<file path="src/rtl/demux_32_pipe_pkg.sv">
// demux_32_pipe_pkg: shared constants for the registered 1:2 result demultiplexer.
// Holds the port-select encodings and the default geometry used by the top and FIFOs.
package demux_32_pipe_pkg;

  // Destination encodings carried on in_sel
  localparam logic SEL_PORT_A = 1'b0;
  localparam logic SEL_PORT_B = 1'b1;

  // Default geometry: 32-bit beats, 2-entry FIFO per port, counter holds 0..DEPTH
  localparam int DEMUX_BUS_WIDTH = 32;
  localparam int DEMUX_DEPTH     = 2;
  localparam int DEMUX_CNT_W     = 2;

endpackage

</file>
<file path="src/rtl/demux_32_pipe_fifo.sv">
// demux_fifo: single-clock synchronous FIFO with synchronous active-low reset.
// Reset clears pointers, occupancy and storage so the head reads as zero afterwards.
// Full is derived from the registered count only; a pop never frees space for a
// push in the same cycle.
module demux_fifo
  import demux_32_pipe_pkg::*;
#(
  parameter int BUS_WIDTH = DEMUX_BUS_WIDTH,
  parameter int DEPTH     = DEMUX_DEPTH,
  parameter int CNT_W     = DEMUX_CNT_W
) (
  input  logic                 clk,
  input  logic                 rst_n,
  input  logic                 i_push,
  input  logic [BUS_WIDTH-1:0] i_data,
  input  logic                 i_pop,
  output logic                 o_full,
  output logic                 o_empty,
  output logic [BUS_WIDTH-1:0] o_data
);

  localparam int              PTR_W   = $clog2(DEPTH);
  localparam logic [CNT_W-1:0] DEPTH_C = CNT_W'(DEPTH);
  localparam logic [CNT_W-1:0] CNT_ONE = CNT_W'(1);
  localparam logic [CNT_W-1:0] CNT_ZERO = CNT_W'(0);
  localparam logic [PTR_W-1:0] PTR_ONE = PTR_W'(1);
  localparam logic [PTR_W-1:0] PTR_ZERO = PTR_W'(0);

  logic [BUS_WIDTH-1:0] r_mem [DEPTH];
  logic [PTR_W-1:0]     r_wr_ptr;
  logic [PTR_W-1:0]     r_rd_ptr;
  logic [CNT_W-1:0]     r_count;

  logic w_push_ok;
  logic w_pop_ok;

  assign o_full    = !(r_count < DEPTH_C);
  assign o_empty   = (r_count == CNT_ZERO);
  assign w_push_ok = i_push && !o_full;
  assign w_pop_ok  = i_pop && !o_empty;
  assign o_data    = r_mem[r_rd_ptr];

  // Storage write on an accepted push; cleared on reset so an empty head reads zero
  always_ff @(posedge clk) begin
    if (!rst_n) begin
      for (int i = 0; i < DEPTH; i++) begin
        r_mem[i] <= '0;
      end
    end else if (w_push_ok) begin
      r_mem[r_wr_ptr] <= i_data;
    end else begin
      r_mem[r_wr_ptr] <= r_mem[r_wr_ptr];
    end
  end

  // Pointer advance: power-of-two depth lets both pointers wrap naturally
  always_ff @(posedge clk) begin
    if (!rst_n) begin
      r_wr_ptr <= PTR_ZERO;
      r_rd_ptr <= PTR_ZERO;
    end else begin
      if (w_push_ok) begin
        r_wr_ptr <= r_wr_ptr + PTR_ONE;
      end else begin
        r_wr_ptr <= r_wr_ptr;
      end
      if (w_pop_ok) begin
        r_rd_ptr <= r_rd_ptr + PTR_ONE;
      end else begin
        r_rd_ptr <= r_rd_ptr;
      end
    end
  end

  // Occupancy: simultaneous push and pop leaves the count unchanged
  always_ff @(posedge clk) begin
    if (!rst_n) begin
      r_count <= CNT_ZERO;
    end else if (w_push_ok && !w_pop_ok) begin
      r_count <= r_count + CNT_ONE;
    end else if (!w_push_ok && w_pop_ok) begin
      r_count <= r_count - CNT_ONE;
    end else begin
      r_count <= r_count;
    end
  end

endmodule

</file>
<file path="src/rtl/demux_32_pipe.sv">
// demux_32_pipe: registered 1:2 demultiplexer splitting one result stream into
// port A / port B, each behind its own demux_fifo so a stalled consumer only
// blocks beats bound for its own port.
// Optional build macro: DEMUX_32_PIPE_STATS_EN adds a_beats, b_beats and stall_seen.
module demux_32_pipe
  import demux_32_pipe_pkg::*;
#(
  parameter int BUS_WIDTH = DEMUX_BUS_WIDTH,
  parameter int DEPTH     = DEMUX_DEPTH,
  parameter int CNT_W     = DEMUX_CNT_W
) (
  input  logic                 clk,
  input  logic                 rst_n,
  input  logic [BUS_WIDTH-1:0] in_data,
  input  logic                 in_sel,
  input  logic                 in_valid,
  output logic                 in_ready,
  output logic [BUS_WIDTH-1:0] a_data,
  output logic                 a_valid,
  input  logic                 a_ready,
  output logic [BUS_WIDTH-1:0] b_data,
  output logic                 b_valid,
`ifdef DEMUX_32_PIPE_STATS_EN
  input  logic                 b_ready,
  output logic [15:0]          a_beats,
  output logic [15:0]          b_beats,
  output logic                 stall_seen
`else
  input  logic                 b_ready
`endif
);

  logic w_full_a;
  logic w_full_b;
  logic w_empty_a;
  logic w_empty_b;
  logic w_push_a;
  logic w_push_b;
  logic w_pop_a;
  logic w_pop_b;

  // Ready depends only on the selected port's registered occupancy, never on x_ready
  assign in_ready = (in_sel == SEL_PORT_B) ? !w_full_b : !w_full_a;
  assign w_push_a = in_valid && in_ready && (in_sel == SEL_PORT_A);
  assign w_push_b = in_valid && in_ready && (in_sel == SEL_PORT_B);
  assign a_valid  = !w_empty_a;
  assign b_valid  = !w_empty_b;
  assign w_pop_a  = a_valid && a_ready;
  assign w_pop_b  = b_valid && b_ready;

  demux_fifo #(
    .BUS_WIDTH (BUS_WIDTH),
    .DEPTH     (DEPTH),
    .CNT_W     (CNT_W)
  ) u_fifo_a (
    .clk     (clk),
    .rst_n   (rst_n),
    .i_push  (w_push_a),
    .i_data  (in_data),
    .i_pop   (w_pop_a),
    .o_full  (w_full_a),
    .o_empty (w_empty_a),
    .o_data  (a_data)
  );

  demux_fifo #(
    .BUS_WIDTH (BUS_WIDTH),
    .DEPTH     (DEPTH),
    .CNT_W     (CNT_W)
  ) u_fifo_b (
    .clk     (clk),
    .rst_n   (rst_n),
    .i_push  (w_push_b),
    .i_data  (in_data),
    .i_pop   (w_pop_b),
    .o_full  (w_full_b),
    .o_empty (w_empty_b),
    .o_data  (b_data)
  );

`ifdef DEMUX_32_PIPE_STATS_EN
  logic [15:0] r_a_beats;
  logic [15:0] r_b_beats;
  logic        r_stall_seen;

  // Per-port accepted-beat counters (wrap at 16 bits) and sticky producer-stall flag
  always_ff @(posedge clk) begin
    if (!rst_n) begin
      r_a_beats    <= 16'd0;
      r_b_beats    <= 16'd0;
      r_stall_seen <= 1'b0;
    end else begin
      if (w_push_a) begin
        r_a_beats <= r_a_beats + 16'd1;
      end else begin
        r_a_beats <= r_a_beats;
      end
      if (w_push_b) begin
        r_b_beats <= r_b_beats + 16'd1;
      end else begin
        r_b_beats <= r_b_beats;
      end
      if (in_valid && !in_ready) begin
        r_stall_seen <= 1'b1;
      end else begin
        r_stall_seen <= r_stall_seen;
      end
    end
  end

  assign a_beats    = r_a_beats;
  assign b_beats    = r_b_beats;
  assign stall_seen = r_stall_seen;
`endif

endmodule

</file>
<file path="config.mk">
export PLATFORM = sky130hd
export DESIGN_NAME = demux_32_pipe
export DESIGN_NICKNAME = d
export VERILOG_FILES = /design/src/rtl/demux_32_pipe_pkg.sv /design/src/rtl/demux_32_pipe_fifo.sv /design/src/rtl/demux_32_pipe.sv
export SDC_FILE = /design/constraint.sdc
export NUM_CORES = 1
export LEC_CHECK = 0
export CORE_MARGIN = 4
export CORE_UTILIZATION = 55
export DETAILED_ROUTE_END_ITERATION = 8
export PLACE_DENSITY = 0.87
export SLEW_MARGIN = 20
export SYNTH_ARGS = -nofsm -noshare
export SYNTH_HDL_FRONTEND = slang
export SYNTH_HIERARCHICAL = 1
export SYNTH_SLANG_ARGS = --single-unit
export TNS_END_PERCENT = 100
</file>
<file path="constraint.sdc">
create_clock -name clk -period 9.02 [get_ports clk]
set_clock_uncertainty 0.2 [all_clocks]
set_input_delay 1.804 -clock clk [delete_from_list [all_inputs] [get_ports clk]]
set_output_delay 1.804 -clock clk [all_outputs]
set_load 0.05 [all_outputs]
</file>
* After elaboration in Yosys (flattened, before gate mapping)
Memory sizes are Yosys's and may differ from the RTL's. A register that Yosys moved wholly into a read port is not among the register bits.
Cells that the tools add are included.
** Storage, ports and cells
- Register bits :: 8
- RAM bits :: 128
- Input bits :: 38
- Output and inout bits :: 67
- Memories :: 2
** Memory list
- u_fifo_a.r_mem :: depth 2, bits a word 32, read ports 1, clocked after memory_dff 1, wr ports 2, RTL line demux_32_pipe_fifo.sv:29 : logic [BUS_WIDTH-1:0] r_mem [DEPTH];
- u_fifo_b.r_mem :: depth 2, bits a word 32, read ports 1, clocked after memory_dff 1, wr ports 2, RTL line demux_32_pipe_fifo.sv:29
** Operators by class
- Add/sub/neg operators :: 8
- Magnitude comparators :: 2
- Eq/ne operators :: 2
- Muxes and demuxes :: 30
- Bitwise logic cells :: 3
- Reductions and logical operators :: 27
** Operators with widths (count)
- 32-bit two-way mux :: 4
- 32-bit OR reduction :: 2
- 1-bit two-way mux :: 22
- 1-bit logical AND :: 13
- 2-bit two-way mux :: 4
- 1-bit zero test :: 6
- 1-bit adder, second input constant :: 4
- 2-bit by 1-bit adder with 2-bit output, second input constant :: 2
- 2-bit zero test :: 2
- 2-bit < comparator, second input constant :: 2
- 2-bit AND reduction :: 2
- 2-bit nonzero test :: 2
- 2-bit by 1-bit subtractor with 2-bit output, second input constant :: 2
- 0-bit != test :: 2
- 1-bit bitwise OR :: 2
- 1-bit NOT :: 1

* Longest topological paths before layout
Gate-level depths: netlist of run 1.
- Depth in word-level cells :: 12
- Gate-level depth with buffers :: 7
- Mapped depth without buffers :: 7

* Cells and area by module
The synthesis of run 1 kept the hierarchy.
** Modules (own cells, without submodules)
- demux_fifo :: instances 2, cells each 235, area each 2961.6 sq um, sequential area each 2021.9 sq um
- demux_32_pipe :: instances 1, cells each 7, area each 46.3 sq um, sequential area each 0.0 sq um

* Worst setup path before layout of run 1
OpenSTA, ideal clock, no wires.
- Kind :: input -> register
- From :: input port in_sel
- To :: memory u_fifo_a/r_mem[1][0] (netlist bit), enable pin
- Library setup time :: 0.466 ns
- Arrival time :: 4.398 ns
- Slack :: 3.956 ns
- Stages on the path :: 3
- Path buffers :: 0
- Path through :: nor3b_1 inv_1 o21ai_0
** RTL lines
- start, declared :: RTL line demux_32_pipe.sv:15 : input logic in_sel,
- end, declared :: RTL line demux_32_pipe_fifo.sv:29

* Worst setup path in the final report of run 1
- From :: input port in_sel
- To :: output port in_ready
** Between the ends
- Cells in the longest elaborated chain, start to end :: 1
** RTL lines
- 1-bit two-way mux :: RTL line demux_32_pipe.sv:43 : assign in_ready = (in_sel == SEL_PORT_B) ? !w_full_b : !w_full_a;
- end, declared :: RTL line demux_32_pipe.sv:17 : output logic in_ready,
Every way passes these cells.

==> results of run 1 <==
==> final timing paths <==
kind / start / end / cells after the start
setup / recovery: in_sel / in_ready / 3
hold / removal: u_fifo_a/r_wr_ptr / u_fifo_a/r_wr_ptr / 2
setup reg to reg: u_fifo_a/r_count[1] / u_fifo_a/r_mem[1][7] / 4
hold reg to reg: u_fifo_a/r_wr_ptr / u_fifo_a/r_wr_ptr / 2
==> per-layer routing <==
layer | part of all wire | global-route usage | up-vias | routed length, um
met5 | 0 | 0 | - | 0
met4 | 0.014 | 0.0737 | 0 | 189
met3 | 0.075 | 0.0458 | 19 | 1030
met2 | 0.54 | 0.388 | 196 | 7390
met1 | 0.38 | 0.268 | 1947 | 5170
li1 | - | - | 1837 | -
==> power breakdown <==
part	internal, uW	switching (uW)
Sequential	765	23.9
Clock	452	259
Combinational	170	343
==> cell type report <==
type	instances	area, sq um	area share
multi-input combinational	303	1770	0.229
timing repair buffer	112	1100	0.143
inverter	4	15.0	0.00195
sequential	138	4040	0.524
tap	136	170	0.0221
clock inverter	13	191	0.0248
clock buffer	19	422	0.0547
==> cell families (layout without fill, tap and decap cells) <==
logic type	count (synthesis)	count (layout)	synth area share
buf+inv	36	148	0.0281
mux	65	65	0.122
fa+ha+maj	2	2	0.00419
simple gates	218	218	0.146
xor+xnor	6	6	0.00880
flops	138	138	0.677
compound gates	12	12	0.0130
==> synth_stat cells <==
library cell / count / share of area
dfxtp_1: 10 / 0.034
and3b_1: 1 / 0.0015
mux2_1: 4 / 0.0075
mux2_2: 60 / 0.11
a21boi_2: 2 / 0.0038
or2_1: 4 / 0.0042
a21boi_0: 2 / 0.0025
inv_1: 4 / 0.0025
nor3b_1: 1 / 0.0013
nand2b_1: 2 / 0.0021
edfxtp_1: 128 / 0.64
or3_1: 2 / 0.0021
xor2_1: 2 / 0.0029
nand2_1: 66 / 0.042
and2_1: 8 / 0.0084
ha_1: 2 / 0.0042
xnor2_1: 4 / 0.0059
mux2i_1: 1 / 0.0017
nor2b_1: 2 / 0.0021
nor2_1: 132 / 0.083
clkbuf_1: 6 / 0.0038
buf_2: 26 / 0.022
o21ai_0: 8 / 0.0067
==> stage by stage <==
step                      area, sq um  hold slack (ns)  cells
after detailed placement         7100            0.307    693
after global routing             7710            0.339    725
after global placement           7100            0.292    693
final                            7710            0.319    725
after floorplan                  5970            0.287    477
after CTS                        7710            0.316    725
==> sequential cells by signal, indices dropped and copies added (netlist names), named ones only <==
signal             flops
u_fifo_b/r_rd_ptr      1
u_fifo_b/r_count       2
u_fifo_b/r_mem        64
u_fifo_a/r_count       2
u_fifo_b/r_wr_ptr      1
u_fifo_a/r_rd_ptr      1
u_fifo_a/r_mem        64
u_fifo_a/r_wr_ptr      1
==> layout by cell type (no fill, tap or decap), types with 3 or more instances in the layout <==
master,count
nor2_1,132
edfxtp_1,128
clkdlybuf4s50_1,104
nand2_1,66
mux2_2,60
clkbuf_16,16
dfxtp_1,10
buf_4,8
o21ai_0,6
and2_1,6
inv_1,4
bufinv_16,4
mux2_1,4
xnor2_1,4
clkinvlp_4,3
inv_6,3
==> critical path, delay by kind of cell <==
| family | cells | cell delay [ns] |
|---|---|---|
| buffers and inverters | 2 | 1.36 |
| muxes | 1 | 0.20 |
==> metrics, run 1 <==
Via density=5.52; worst hold path type=reg2reg; GRT Util Overall=0.219; DIE HEIGHT=112 um; final cycle utilization of the critical path=0.595; Crit Path Max Fanout=3; Startpoint Class=input port; syn_area_per_cell=12.5 sq um; CTS resizes=0; Num Clock Sinks=138; Setup violations, final=0; Synthesized Nets=517; R2R setup slack=6.55 ns; number of fill cells=692; largest net degree at the start of global routing=34; first-pass detailed-route iteration total=5; fin. max-slew vios=0; via count=3999; global-route wire length before repair=21100 um; Inserted Diodes=0; CTS clk-pin slew, worst paths=0.06 ns; Die Wd=112 um; Final #Nets=616; Initial Util=0.571; Slew Limit Headroom=0.447; cts bufs inserted=17; final design utilization=0.737; sequential share of the synthesized area=0.677; count of cell types in the netlist=23; vias in the first global route=4147; Fin. Hold Viols=0; Routed WL per cell=19.0 um; Worst Tran Pin Value=0.830 ns; GRT Residual Overflow=0; crit end category=primary output; clock tree root driver cell=clkbuf_8; number of cell rows=37; Max H-tree Level=4; Worst-Skew Late Latency=0.51 ns; post-layout worst setup margin=3.65 ns; Hold Buf Count CTS=0; CTS max path bufs=2; Peak Freq=0.186 GHz; Final min period=5.37 ns; Max IR drop VDD=171 uV; I/O pins=105; Power, Total=2010 uW; Synth warnings=6; crit-path max cell delay=0.82 ns; Die ar.=12600 sq um; DRC Markers=0; post-synthesis register bit count=138; DRT Wirelength=13800 um; Layout area overhead=29.2%; Worst Path Arrival=3.37 ns; core region area=10500 sq um; critical path type=in2out; gpl congestion=0.861; RSZ-0062 raised after global routing=false; Post-DRT Antenna Nets=0; most frequent CP cell=clkdlybuf4s50_1; leakage power=0.00287 uW; Post-Route Setup TNS=0 ns; layout cells sized above 1=0.180; Mapped Cells=477; crit path cell chain=clkdlybuf4s50_1, mux2i_1, clkdlybuf4s50_1; power density over the cells=261 nW/um^2; status=complete, no violations; buffers added on ports=104; postcts setup bufs=0; post-synthesis cell area=5970 sq um; CP max stage cell=clkdlybuf4s50_1; initial antenna violation count=0; initial drt markers=256; Post-Place Worst Slack=3.67 ns; WP data required=7.02 ns; Final HPWL DP=8720 um; Max-Cap Viols=0; CTS tree=yes
(Power assumes the default switching activity.)
==> inputs of run 2 (changes only) <==
--- a/config.mk
+++ b/config.mk
@@ -6,9 +6,9 @@
 export NUM_CORES = 1
 export LEC_CHECK = 0
 export CORE_MARGIN = 4
-export CORE_UTILIZATION = 55
+export CORE_UTILIZATION = 53
 export DETAILED_ROUTE_END_ITERATION = 8
-export PLACE_DENSITY = 0.87
+export PLACE_DENSITY = 0.84
 export SLEW_MARGIN = 20
 export SYNTH_ARGS = -nofsm -noshare
 export SYNTH_HDL_FRONTEND = slang
==> constraint.sdc (replaced) <==
create_clock -name clk -period 5.1 [get_ports clk]
set_clock_uncertainty 0.2 [all_clocks]
set_input_delay 1.02 -clock clk [delete_from_list [all_inputs] [get_ports clk]]
set_output_delay 1.02 -clock clk [all_outputs]
set_load 0.05 [all_outputs]
==> metrics, run 2 (synthesized netlist as in run 1, its figures left out) <==
CTS resizes=0 (unchanged); power density over the cells=447 nW/um^2 (+71%); Layout area overhead=28.3%; crit path cell chain=clkdlybuf4s50_1, mux2i_1, clkdlybuf4s50_1; I/O pins=105 (unchanged); initial antenna violation count=0 (unchanged); R2R setup slack=2.69 ns (-3.86 ns); critical path type=in2out; Crit Path Max Fanout=3 (unchanged); largest net degree at the start of global routing=34 (unchanged); CTS max path bufs=2 (unchanged); gpl congestion=0.887 (+3.0%); postcts setup bufs=0 (unchanged); Finished Layout Cells=729 (+0.55%); layout cells sized above 1=0.180 (unchanged); Slew Limit Headroom=0.531 (+0.0842); Inserted Diodes=0 (unchanged); Routed WL per cell=17.8 um (-6.1%); Worst R2R End=u_fifo_a/r_mem[0][8]; Die Wd=114 um (+1.7%); critical path capture point=in_ready; number of cell rows=38 (+2.7%); Via density=5.37 (-2.7%); WP data required=3.88 ns (-3.14 ns); post-layout worst setup margin=1.30 ns (-2.35 ns); Initial Util=0.546 (-0.0247); crit end category=primary output; GRT Residual Overflow=0 (unchanged); CP startpoint=in_sel; DIE HEIGHT=114 um (+1.7%); final cycle utilization of the critical path=0.746; worst hold path type=reg2reg; Worst Path Buf+Inv=2 (unchanged); top flop regs=u_fifo_a/r_mem: 64 flops, u_fifo_b/r_mem: 64 flops; via count=3914 (-2.1%); Post-Route Setup TNS=0 ns (unchanged); Max IR drop VDD=282 uV (+65%); crit-path leading delay family=buffers and inverters; Peak Freq=0.263 GHz; DRT Wirelength=13000 um (-5.6%); cts bufs inserted=17 (unchanged); Worst-Skew Late Latency=0.41 ns (-0.10 ns); Post-Place Worst Slack=1.28 ns (-2.39 ns); RSZ-0062 raised after global routing=false; crit-path max cell delay=0.82 ns (about the same); final design utilization=0.700 (-0.0368); Fin. Hold Viols=0 (unchanged); DRC Markers=0 (unchanged); cell count along the critical path=3 (unchanged); Num Clock Sinks=138 (unchanged); fin. max-slew vios=0 (unchanged); most common cell after layout, fill and taps aside=nor2_1; Hold Buf Count CTS=0 (unchanged); FF-to-FF Start=u_fifo_a/r_count[1]; Worst Tran Pin Value=0.704 ns (-0.126 ns); core region area=10900 sq um (+4.5%); Final min period=3.80 ns; GRT Util Overall=0.210 (-0.00955); Max H-tree Level=4 (unchanged); first-pass detailed-route iteration total=5 (unchanged); Worst Path Arrival=2.58 ns (-0.79 ns); Final #Nets=616 (unchanged); Startpoint Class=input port; vias in the first global route=4088 (-1.4%); global-route wire length before repair=20500 um (-2.8%); buffers added on ports=104 (unchanged); placed insts=697 (+0.58%); initial drt markers=261 (+2.0%); leakage power=0.00283 uW (-1.1%); status=complete, no violations; CTS clk-pin slew, worst paths=0.05 ns (about the same); most frequent cells in the layout=nor2_1 (132), edfxtp_1 (128), clkdlybuf4s50_1 (104); Hold Slack=0.320 ns (+0.000290 ns); Max-Cap Viols=0 (unchanged); most frequent CP cell=clkdlybuf4s50_1; Post-DRT Antenna Nets=0 (unchanged); Setup violations, final=0 (unchanged); CP max stage cell=clkdlybuf4s50_1; Final HPWL DP=8480 um (-2.8%); Die ar.=13000 sq um (+3.5%); R2R depth=4 (unchanged); CTS tree=yes; hold_sp=u_fifo_b/r_wr_ptr; clock tree root driver cell=clkbuf_16
[run 2: where the power goes]
group	switching [uW]	internal [uW]	total (uW)	leakage, uW
clock	457	674	1130	0.000257
combinational	600	301	901	0.00116
sequential	38.1	1350	1390	0.00142
[run 2: metrics by stage]
stage / total power [uW] / cell area [sq um]
finish: 3420 / 7660
global route: 3550 / 7660
CTS: 3440 / 7660
detailed placement: 2320 / 7100
global placement: 2300 / 7100
floorplan: 2040 / 5970
[run 2: metal layers]
layer  vias up  global-route usage  routed length (um)
li1       1830                   -                   -
met1      1891               0.245                4990
met2       172               0.367                6730
met3        21              0.0677                1060
met4         0              0.0681                 220
met5         -                   0                   0
[run 2: area by class of cell]
class                   instances  area (sq um)
clock buffers                  19           433
flip-flops and latches        138          4040
well taps                     140           175
clock inverters                13           121
repair buffers                112          1100
fillers                       763          3280
inverters                       4          15.0
multi-input cells             303          1770
[run 2: how the worst min path moves through the flow]
stage / end / slack [ns] / cells past startpoint
after floorplan: u_fifo_a/r_wr_ptr / 0.29 / 2
after detailed placement: u_fifo_b/r_wr_ptr / 0.31 / 2
after global routing: u_fifo_b/r_wr_ptr / 0.34 / 2
after CTS: u_fifo_b/r_wr_ptr / 0.31 / 2
final: u_fifo_b/r_wr_ptr / 0.32 / 2
after global placement: u_fifo_a/r_wr_ptr / 0.29 / 2
[run 2: worst min-delay path, delay by kind of cell (launching register included)]
kind,cells,cell delay (ns)
compound gates,2,0.16
flops,1,0.31
==> inputs of run 3 (changes only) <==
==> constraint.sdc (replaced) <==
create_clock -name clk -period 3.7 [get_ports clk]
set_clock_uncertainty 0.2 [all_clocks]
set_input_delay 0.74 -clock clk [delete_from_list [all_inputs] [get_ports clk]]
set_output_delay 0.74 -clock clk [all_outputs]
set_load 0.05 [all_outputs]
==> metrics, run 3 (synthesized netlist as in run 1, its figures left out) <==
status=complete, no violations; DRC Markers=0 (unchanged); Layout area overhead=29.8%; crit path cell chain=clkdlybuf4s50_1, mux2i_1, clkdlybuf4s50_1; GRT Util Overall=0.216 (+0.00589); Worst Tran Pin Value=0.682 ns (-0.0222 ns); initial drt markers=370 (+42%); Setup violations, final=0 (unchanged); DRT Wirelength=13600 um (+4.7%); WP data required=2.76 ns (-1.12 ns); power density over the cells=641 nW/um^2 (+43%); Worst-Skew Late Latency=0.40 ns (about the same); Max IR drop VDD=384 uV (+36%); Max-Cap Viols=0 (unchanged); fin. max-slew vios=0 (unchanged); crit end category=primary output; cts bufs inserted=17 (unchanged); Slew Limit Headroom=0.546 (+0.0148); Post-Place Worst Slack=0.389 ns (-0.895 ns); crit-path max cell delay=0.82 ns (about the same); buffers added on ports=104 (unchanged); GRT Residual Overflow=0 (unchanged); top flop regs=u_fifo_a/r_mem: 64 flops, u_fifo_b/r_mem: 64 flops; Post-Route Setup TNS=0 ns (unchanged); Die Wd=114 um (unchanged); I/O pins=105 (unchanged); Routed WL per cell=18.7 um (+4.7%); worst hold path type=reg2reg; Final #Nets=618 (+0.32%); via count=3993 (+2.0%); crit-path leading delay family=buffers and inverters; Fin. Hold Viols=0 (unchanged); CTS resizes=0 (unchanged); DIE HEIGHT=114 um (unchanged); first-pass detailed-route iteration total=5 (unchanged); most common cell after layout, fill and taps aside=nor2_1; Via density=5.48 (+2.0%); Peak Freq=0.313 GHz; Max H-tree Level=4 (unchanged); Final min period=3.19 ns; CTS tree=yes; CTS max path bufs=2 (unchanged); initial antenna violation count=0 (unchanged); number of cell rows=38 (unchanged); CTS clk-pin slew, worst paths=0.06 ns (about the same); clock tree root driver cell=clkbuf_16; CP max stage cell=clkdlybuf4s50_1; post-layout worst setup margin=0.507 ns (-0.789 ns); most frequent CP cell=clkdlybuf4s50_1; largest net degree at the start of global routing=34 (unchanged); postcts setup bufs=0 (unchanged); Die ar.=13000 sq um (unchanged); core region area=10900 sq um (unchanged); Final HPWL DP=8670 um (+2.2%); gpl congestion=0.868 (-2.1%); placed insts=699 (+0.29%); Worst Path Arrival=2.25 ns (-0.33 ns); leakage power=0.00288 uW (+1.8%); Initial Util=0.546 (unchanged); Worst Path Buf+Inv=2 (unchanged); Post-DRT Antenna Nets=0 (unchanged); final cycle utilization of the critical path=0.863; Inserted Diodes=0 (unchanged); RSZ-0062 raised after global routing=false; Crit Path Max Fanout=3 (unchanged); number of fill cells=742 (-2.8%); Startpoint Class=input port; Finished Layout Cells=729 (unchanged); Hold Buf Count CTS=0 (unchanged); most frequent cells in the layout=nor2_1 (132), edfxtp_1 (128), clkdlybuf4s50_1 (104); critical path type=in2out; global-route wire length before repair=21100 um (+3.0%); vias in the first global route=4133 (+1.1%); Num Clock Sinks=138 (unchanged); layout cells sized above 1=0.177 (-0.00340)
-- run 3: cell type report --
class,instances,area (sq um),area share
flip-flops and latches,138,4040,0.522
multi-input cells,303,1770,0.228
repair buffers,114,1120,0.144
clock buffers,18,429,0.0554
clock inverters,12,200,0.0258
well taps,140,175,0.0226
inverters,4,15.0,0.00194
-- run 3: per-stage QoR --
step | area (sq um) | total power [uW] | hold WS (ns) | utilization
2_1_floorplan | 5970 | 2810 | 0.287 | -
3_3_place_gp | 7120 | 3170 | 0.293 | 0.651
3_5_place_dp | 7120 | 3200 | 0.308 | 0.651
4_1_cts | 7740 | 4990 | 0.316 | 0.708
5_1_grt | 7750 | 5130 | 0.356 | 0.708
6_report | 7750 | 4960 | 0.316 | 0.708
-- run 3: worst paths after layout --
check | slack (ns) | depth (start not counted) | from | endpoint
max reg2reg | 1.33 | 4 | u_fifo_a/r_count[1] | u_fifo_a/r_mem[0][24]
max | 0.51 | 3 | in_sel | in_ready
min | 0.32 | 2 | u_fifo_a/r_wr_ptr | u_fifo_a/r_wr_ptr
min reg2reg | 0.32 | 2 | u_fifo_a/r_wr_ptr | u_fifo_a/r_wr_ptr
-- run 3: worst reg2reg max path, stage by stage, from the launching register on --
cell     delay, ns
dfxtp_1       0.38
or2_2         0.59
or2_1         0.34
nand2_1       0.07
buf_4         0.39
-- run 3: power by group --
part / internal [uW] / total, uW / switching [uW]
Combinational: 420 / 1250 / 833
Clock: 1190 / 1790 / 607
Sequential: 1860 / 1920 / 52.6
-- run 3: metal layers --
metal	routed length (um)	GRT usage	share of wire
met1	5010	0.259	0.37
met2	7120	0.373	0.52
met3	1170	0.0544	0.086
met4	317	0.0855	0.023
met5	0	0	0
